File: src/rtl/operand_fetch.sv
// Operand fetch: 16-entry register file read side, pending-write scoreboard, RAW/WAW stall, registered operand slot.
// Optional macro FWD_BYPASS_EN: lets a source with exactly one pending write take its operand from the same-cycle writeback.
module operand_fetch #(
    parameter int DATA_W = 32,
    parameter int NREG   = 16,
    parameter int CNT_W  = 2
) (
    input  logic                    clk,
    input  logic                    rst,
    input  logic                    wb_we,
    input  logic [$clog2(NREG)-1:0] wb_rg,
    input  logic [DATA_W-1:0]       wb_data,
    input  logic                    id_valid,
    input  logic [$clog2(NREG)-1:0] id_rs1,
    input  logic [$clog2(NREG)-1:0] id_rs2,
    input  logic [$clog2(NREG)-1:0] id_rd,
    input  logic                    id_rd_we,
    output logic                    id_stall,
    input  logic                    ex_ready,
    output logic                    ex_valid,
    output logic [DATA_W-1:0]       ex_op_a,
    output logic [DATA_W-1:0]       ex_op_b,
    output logic [$clog2(NREG)-1:0] ex_rd,
    output logic                    ex_rd_we,
    output logic                    sb_err
);

    localparam int               IDX_W   = $clog2(NREG);
    localparam logic [CNT_W-1:0] CNT_MAX = '1;

    logic [DATA_W-1:0] regs        [NREG];
    logic [CNT_W-1:0]  pending     [NREG];
    logic [CNT_W-1:0]  pending_nxt [NREG];
    logic [DATA_W-1:0] op_a;
    logic [DATA_W-1:0] op_b;
    logic              slot_free;
    logic              waw_limit;
    logic              accept;

    // Write-first read: a writeback to the source this cycle wins over the array.
    function automatic logic [DATA_W-1:0] read_src(input logic [IDX_W-1:0] rs);
        if (rs == '0) return '0;
        if (wb_we && wb_rg == rs) return wb_data;
        return regs[rs];
    endfunction

    function automatic logic hazard(input logic [IDX_W-1:0] rs);
        if (rs == '0) return 1'b0;
`ifdef FWD_BYPASS_EN
        if (wb_we && wb_rg == rs && pending[rs] == CNT_W'(1)) return 1'b0;
`endif
        return pending[rs] != '0;
    endfunction

    always_comb begin
        // NOTE: every signal driven here gets a value on every path, so no latch is inferred.
        op_a      = read_src(id_rs1);
        op_b      = read_src(id_rs2);
        slot_free = !ex_valid || ex_ready;
        waw_limit = id_rd_we && id_rd != '0 && pending[id_rd] == CNT_MAX
                    && !(wb_we && wb_rg == id_rd);
        id_stall  = id_valid && (hazard(id_rs1) || hazard(id_rs2) || waw_limit || !slot_free);
        accept    = id_valid && !id_stall;
        for (int r = 0; r < NREG; r++) begin
            pending_nxt[r] = pending[r]
                + CNT_W'(accept && id_rd_we && id_rd != '0 && id_rd == IDX_W'(r))
                - CNT_W'(wb_we && wb_rg == IDX_W'(r) && pending[r] != '0);
        end
    end

    always_ff @(posedge clk) begin
        if (rst) begin
            // NOTE: the register array is reset because architectural state must read 0 after reset.
            for (int r = 0; r < NREG; r++) begin
                regs[r]    <= '0;
                pending[r] <= '0;
            end
            ex_valid <= 1'b0;
            ex_op_a  <= '0;
            ex_op_b  <= '0;
            ex_rd    <= '0;
            ex_rd_we <= 1'b0;
            sb_err   <= 1'b0;
        end else begin
            // NOTE: non-blocking assignments so every register samples pre-edge values.
            if (wb_we && wb_rg != '0) begin
                regs[wb_rg] <= wb_data;
                if (pending[wb_rg] == '0) sb_err <= 1'b1;
            end
            for (int r = 0; r < NREG; r++) pending[r] <= pending_nxt[r];
            if (accept) begin
                ex_valid <= 1'b1;
                ex_op_a  <= op_a;
                ex_op_b  <= op_b;
                ex_rd    <= id_rd;
                ex_rd_we <= id_rd_we;
            end else if (ex_ready) begin
                ex_valid <= 1'b0;
            end
        end
    end

endmodule

File: config.mk
export PLATFORM = sky130hd
export DESIGN_NAME = operand_fetch
export DESIGN_NICKNAME = d
export VERILOG_FILES = /design/src/rtl/operand_fetch.sv
export SDC_FILE = /design/constraint.sdc
export NUM_CORES = 1
export LEC_CHECK = 0
export ABC_CLOCK_PERIOD_IN_PS = 5900
export CAP_MARGIN = 30
export CORE_ASPECT_RATIO = 0.8
export CORE_UTILIZATION = 45
export DETAILED_ROUTE_END_ITERATION = 8
export PLACE_DENSITY_LB_ADDON = 0.05
export SLEW_MARGIN = 40
export SYNTH_ARGS = -nofsm -noshare
export SYNTH_HDL_FRONTEND = slang
export SYNTH_SLANG_ARGS = --single-unit
File: constraint.sdc
create_clock -name clk -period 5.9 [get_ports clk]
set_input_delay 1.18 -clock clk [delete_from_list [all_inputs] [get_ports clk]]
set_output_delay 1.18 -clock clk [all_outputs]
set_load 0.03 [all_outputs]
==> flow_summary.yaml <==
synthesis:
  synth_xor_area_share_pct: 1.17
  synth_ff_type: "edfxtp_1"
  synth_top_area_cell: "edfxtp_1"
  synth_area_um2: 32900
  ys_seq_elements: 615
  yosys.area_share.simple_pct: 14.4
  yosysTopAreaCellShare_pct: 46.8
  synthAdderAreaFrac_pct: 1.22
  ys_seq_area_share_pct: 53.1
  synth-async-reset-ratio_pct: 0
  ys.warnings.count: 0
  synth_edf_count: 512
  synth.area.mux_share_pct: 25.4
  synth_top_family_by_area: "multiplexers"
  avgSynthCellArea_um2: 14.3
  ys_types: 46
  syn_inst: 2292
  synth.area.top_cells: "edfxtp_1, mux4_2, and2_1"
  synth_compound_area_share_pct: 1.78
clocking:
  worstSkewPairLatency_ns: 0.61
  htree_levels: 3
  ctsLongestPathBuffers: 3
  cts.sinks: 615
  numCtsBuffers: 68
  ctsHoldBuffers: 0
  path_clk_slew_ns: 0.06
  cts_tree: "built"
  post_cts_resized: 0
  clockRootBuffer: "clkbuf_16"
  post_cts_buffers: 0
place:
  dp_hpwl_um: 58500
  placedCellCount: 3254
  port_buffers: 125
  gp_congestion: 0.850
die:
  row_count: 88
  start_util_pct: 45.5
  fp.coreArea_um2: 72100
  pin_count: 126
  dieHeight_um: 244
  dieArea_um2: 74100
  die_x_um: 304
layout:
  fin_cells: 3382
  layout-drive-gt1-share_pct: 24.1
  mostFrequentLayoutCells: "edfxtp_1, and2_1, mux4_2, nand2_1, clkdlybuf4s50_1"
  final_nets: 2466
  syn2layout_area_growth_pct: 14.9
  fillerInstances: 5876
  layout_commonest_cell: "edfxtp_1"
worst_setup_path:
  worst_ep_required_time_ns: 4.72
  cp.arrival_ns: 4.02
  worstPathMaxFanout: 11
  worstSetupPathType: "primary input to output pin"
  rrSetupSlack_ns: 2.59
  reg2reg_depth: 12
  end_kind: "output pin"
  regToRegStartpoint: "pending[3][1]$_SDFF_PP0_"
  worst_setup_path_start_kind: "primary input"
  critPathLaunch: "id_rd[0]"
  reg2reg_to: "pending[7][1]$_SDFF_PP0_"
  endpoint: "id_stall"
sta:
  maxSlewViolCount: 0
  rsz0062_at_grt: "false"
  max_slew_margin_pct: 41.6
  worstMarginPinSlew_ns: 0.876
  min_period_over_period_pct: 88.1
  fin_crit_ns: 5.20
  whs_ns: 0.464
  clock_skew_ns: 0.0221
  finalHoldViolCount: 0
  setup_tns_ns: 0
  setup_violations: 0
  fmax_mhz: 192
global_routing:
  antenna_found_initial: 5
  grtUsageTotal_pct: 28.2
  grt_pass1_wl_um: 150000
  grt_max_degree: 87
  grt_overflow: 0
  grt_pass1_vias: 20800
worst_hold_path:
  hp-start: "ex_rd[3]$_SDFFE_PP0P_"
  worstHoldPathType: "flip-flop to flip-flop"
drt:
  dr.first_iter.drc_count: 2032
  drc: 0
  drtAntennaViolNets: 0
  wl_per_cell_um: 30.2
  vias: 20400
  viasPerCell: 6.03
  wl_um: 102000
  firstDrtPassIters: 5
pwr:
  p_int_mw: 8.04
  p_seq_share_pct: 47.3
  p_leak_nw: 13.3
  peakVddDrop_mv: 0.204
  combPwrFrac_pct: 13.6
  switchingPower_mw: 2.70
  powerDensity_nw_per_um2: 285
  switching_share_pct: 25.1
  clockPowerShare_pct: 39.1
run_status:
  status: "completed"
job:
  maxCapViolations: 0
==> how the worst min path moves through the flow <==
stage,end,slack (ns),depth (start not counted)
2_1_floorplan,pending[2][1]$_SDFF_PP0_,0.50,2
3_3_place_gp,ex_rd[1]$_SDFFE_PP0P_,0.45,2
3_5_place_dp,ex_rd[3]$_SDFFE_PP0P_,0.46,2
4_1_cts,ex_rd[3]$_SDFFE_PP0P_,0.47,2
5_1_grt,ex_rd[2]$_SDFFE_PP0P_,0.49,2
6_report,ex_rd[3]$_SDFFE_PP0P_,0.46,2
==> registers in the layout, indices dropped and copies added, names as in the netlist <==
name and count:
ex_rd_we 1, regs 512, ex_rd 4, ex_op_b 32, ex_valid 1, ex_op_a 32
sb_err 1, pending 32
==> stage by stage <==
stage               area (um2)  power, mW  worst slack, ns  utilization [%]
floorplan                33000       6.08             1.04                -
global placement         35500       6.61            0.687             49.2
detailed placement       35600       6.64            0.686             49.3
CTS                      37700       10.8            0.679             52.3
global route             37700       11.1            0.535             52.3
finish                   37700       10.7            0.705             52.3
==> power by group through the flow <==
stage | clock network, mW | registers [mW] | logic [mW]
after floorplan | 0 | 5.23 | 0.850
after global placement | 0 | 5.16 | 1.45
after detailed placement | 0 | 5.17 | 1.46
after CTS | 4.27 | 5.08 | 1.47
after global routing | 4.43 | 5.11 | 1.54
final | 4.20 | 5.09 | 1.46
==> synth_stat cells (2+ instances only) <==
| cell type | n |
|---|---|
| and3_1 | 3 |
| nand2_1 | 150 |
| clkbuf_1 | 150 |
| ha_1 | 32 |
| nor3b_1 | 2 |
| edfxtp_1 | 512 |
| o31ai_1 | 2 |
| nand3_1 | 7 |
| or2_2 | 6 |
| a21oi_1 | 71 |
| a21boi_0 | 3 |
| nor2_1 | 51 |
| mux2i_1 | 7 |
| dfxtp_1 | 103 |
| mux4_2 | 335 |
| or4_1 | 3 |
| buf_2 | 34 |
| xnor2_1 | 19 |
| inv_1 | 34 |
| xor2_1 | 25 |
| nor4b_1 | 2 |
| nand2b_1 | 10 |
| nand3b_1 | 4 |
| o211ai_1 | 2 |
| o21ai_0 | 17 |
| nor2b_1 | 82 |
| nor3_1 | 32 |
| mux2_1 | 32 |
| buf_1 | 25 |
| nor4_1 | 11 |
| mux2_2 | 32 |
| and2_1 | 480 |
==> worst max-delay path, cell delays in order <==
cell and delay (ns):
clkdlybuf4s50_1 0.87, mux4_2 0.58, mux4_2 0.47, nand4_1 0.14, a41oi_1 0.14, clkdlybuf4s50_1 0.63
==> layer usage <==
layer  global-route usage, %  wire, um  share of wire (%)
met4                    7.11      2080                2.0
met5                       0         8             0.0078
met2                    45.3     49000                 48
met1                    40.0     43200                 42
met3                    4.77      7900                7.7
==> final cells by class <==
cell class                 instances  area (um2)  share of cell area (%)
sequential                       615       17400                    46.2
multi-input combinational       1465       14900                    39.4
timing repair buffer             195        1970                    5.23
clock buffer                      91        1870                    4.96
tap                              945        1180                    3.13
clock inverter                    31         264                   0.700
inverter                          35         131                   0.348
antenna                            5        12.5                  0.0332
==> kinds of logic after synthesis <==
group / after synthesis
buffers and inverters: 244
and+or+nand+nor: 844
DFF: 615
muxes: 406
AOI/OAI and AO/OA: 106
other: 1
xor gates and xnor gates: 44
adders and majority gates: 32
No activity file was read; power rests on OpenSTA's default activity.
==> variant: new RTL, same flow settings <==
The parameter `NREG` goes from 16 to 8.
--- a/src/rtl/operand_fetch.sv
+++ b/src/rtl/operand_fetch.sv
@@ -2,7 +2,7 @@
 // Optional macro FWD_BYPASS_EN: lets a source with exactly one pending write take its operand from the same-cycle writeback.
 module operand_fetch #(
     parameter int DATA_W = 32,
-    parameter int NREG   = 16,
+    parameter int NREG   = 8,
     parameter int CNT_W  = 2
 ) (
     input  logic                    clk,
Ports: changed (5 resized); port bits go from 126 to 121. The function was not compared with the original's and may differ.
==> variant against the unedited design <==
- the flow now finishes with violations (DRC)
- sequential cell count fell by 305
- global-route usage fell by 2.9 points
- die area shrank 47%
- largest power group unchanged
- combinational power shrank 39%
- power fell by 47%
- largest cell class unchanged
- routed wire length down 51%
- sequential share of layout area fell by 4.2 points
- register-to-register slack improved by 0.39 ns
- synthesized cell count is 28% lower
- clock skew is 0.0079 ns lower
- cell area shrank 47%
- synthesized area shrank 48%
- setup slack better by 0.10 ns
- clock power fell by 46%
==> variant: results (changes against the unedited design) <==
.. list-table::
   :header-rows: 1

   * - Metric
     - Value
   * - Critical path arrival
     - 3.91 ns (-0.11 ns)
   * - Die Outline Area
     - 0.0391 sq mm (-47%)
   * - Insertion delay of the later-clocked pin in the worst-skew pair
     - 0.53 ns (-0.08 ns)
   * - Number of remaining DRC errors
     - 9 (+9)
   * - R2R depth
     - 11 (-1)
   * - Distinct cells, synth
     - 51 (+11%)
   * - Number of synthesized flops with an enable pin
     - 224 (-56%)
   * - Count of nets after finishing
     - 1759 (-29%)
   * - Highest metal layer with signal wires
     - met4
   * - Maximum single-stage delay on the critical path
     - 0.67 ns (-0.20 ns)
   * - Number of I/O port buffers
     - 120 (-4.0%)
   * - Weighted congestion at the end of routability-driven global placement
     - 0.853 (+0.26%)
   * - Most used standard cell by instance count after synthesis
     - sky130_fd_sc_hd__and2_1
   * - Fill count
     - 3265 (-44%)
   * - Maximum fanout along the worst path
     - 9 (-2)
   * - Switching power summed over all nets
     - 1500 uW (-44%)
   * - Number of diodes added for antenna fixing
     - 0 (-5)
   * - Post-route met1 wirelength
     - 22900 um (-47%)
   * - Result of the run
     - finished, violations left
   * - Via count of the first global-routing pass
     - 12600 (-39%)
   * - Maximum number of pins on one net before global-route repair
     - 133 (+53%)
   * - Global-route total usage across every layer
     - 0.253 (-0.0285)
   * - Failing checks
     - DRC
   * - Dpl hpwl
     - 28500 um (-51%)
   * - Worst Setup Slack post-DPL
     - 0.814 ns (+0.128 ns)
   * - IR Drop Worst-Case VDD
     - 156 uV (-24%)
   * - Top area cells in the synthesized netlist
     - sky130_fd_sc_hd__edfxtp_1 39%, sky130_fd_sc_hd__and2_1 10%, sky130_fd_sc_hd__dfxtp_1 10%
   * - Met3 WL
     - 2990 um (-62%)
   * - Setup clock skew after layout
     - 0.0141 ns (-0.00795 ns)
   * - Total leakage power
     - 0.00743 uW (-44%)
   * - Number of buffers added by the clock tree synthesis step
     - 35 (-49%)
   * - Number of antenna violations at the first check in global routing
     - 0 (-5)
   * - Drt initial violations
     - 942 (-54%)
   * - Detailed-routing iteration count for the pre-antenna-repair pass
     - 9 (+4)
   * - Worst slew pin tran
     - 0.932 ns (+0.0558 ns)
   * - Max H-tree Level
     - 2 (-1)
   * - Fraction of the yosys area taken by sequential cells
     - 0.490 (-0.0408)
[variant: through the flow]
stage	util	cell area [sq um]	std cells
after detailed placement	0.506	18900	2142
after CTS	0.538	20100	2205
after global routing	0.539	20100	2206
after floorplan	-	17200	1641
final	0.539	20100	2206
after global placement	0.502	18800	2135
[variant: worst paths after layout]
path	end	slack, ns	from
worst max-delay path	id_stall	0.81	id_rd[1]
worst min-delay path	sb_err	0.45	sb_err
worst max register to register	pending[7][1]	2.98	pending[1][0]
worst min register to register	sb_err	0.45	sb_err
[variant: worst reg2reg max path: stages, from the launching register on]
cell and delay (ns):
sky130_fd_sc_hd__dfxtp_1 0.32, sky130_fd_sc_hd__nor2_1 0.27, sky130_fd_sc_hd__o21bai_1 0.13, sky130_fd_sc_hd__o221ai_1 0.42, sky130_fd_sc_hd__nand3_1 0.21, sky130_fd_sc_hd__or4_1 0.55
sky130_fd_sc_hd__ha_1 0.31, sky130_fd_sc_hd__inv_1 0.05, sky130_fd_sc_hd__ha_1 0.14, sky130_fd_sc_hd__xor2_1 0.19, sky130_fd_sc_hd__xnor2_1 0.14, sky130_fd_sc_hd__nor2_1 0.05
[variant: power groups by stage]
| stage | clock (uW) | combinational [uW] | sequential (uW) |
|---|---|---|---|
| after floorplan | 0 | 467 | 2690 |
| after global placement | 0 | 860 | 2600 |
| after detailed placement | 0 | 879 | 2610 |
| after CTS | 2320 | 883 | 2560 |
| after global routing | 2390 | 948 | 2580 |
| final | 2270 | 885 | 2560 |
[variant: layout make-up]
cell class | count | share of cell area
flip-flops and latches | 310 | 0.420
multi-input cells | 1164 | 0.406
repair buffers | 162 | 0.0810
clock buffers | 43 | 0.0476
well taps | 487 | 0.0303
clock inverters | 20 | 0.0113
inverters | 20 | 0.00373
[variant: cells by family (layout without fill, tap and decap cells)]
| kind of cell | after synthesis | count (layout) | synth area share |
|---|---|---|---|
| simple gates | 642 | 642 | 0.214 |
| compound gates | 343 | 343 | 0.144 |
| flops | 310 | 310 | 0.490 |
| buf+inv | 167 | 245 | 0.0443 |
| mux | 137 | 137 | 0.0825 |
| xor+xnor | 25 | 25 | 0.0127 |
| fa+ha+maj | 16 | 16 | 0.0116 |
| other cells | 1 | 1 | 0.000218 |
[variant: per-layer routing]
metal,up-vias,global-route usage
met5,-,0
li1,6046,-
met3,99,0.0397
met1,6346,0.342
met4,0,0.0877
met2,432,0.416
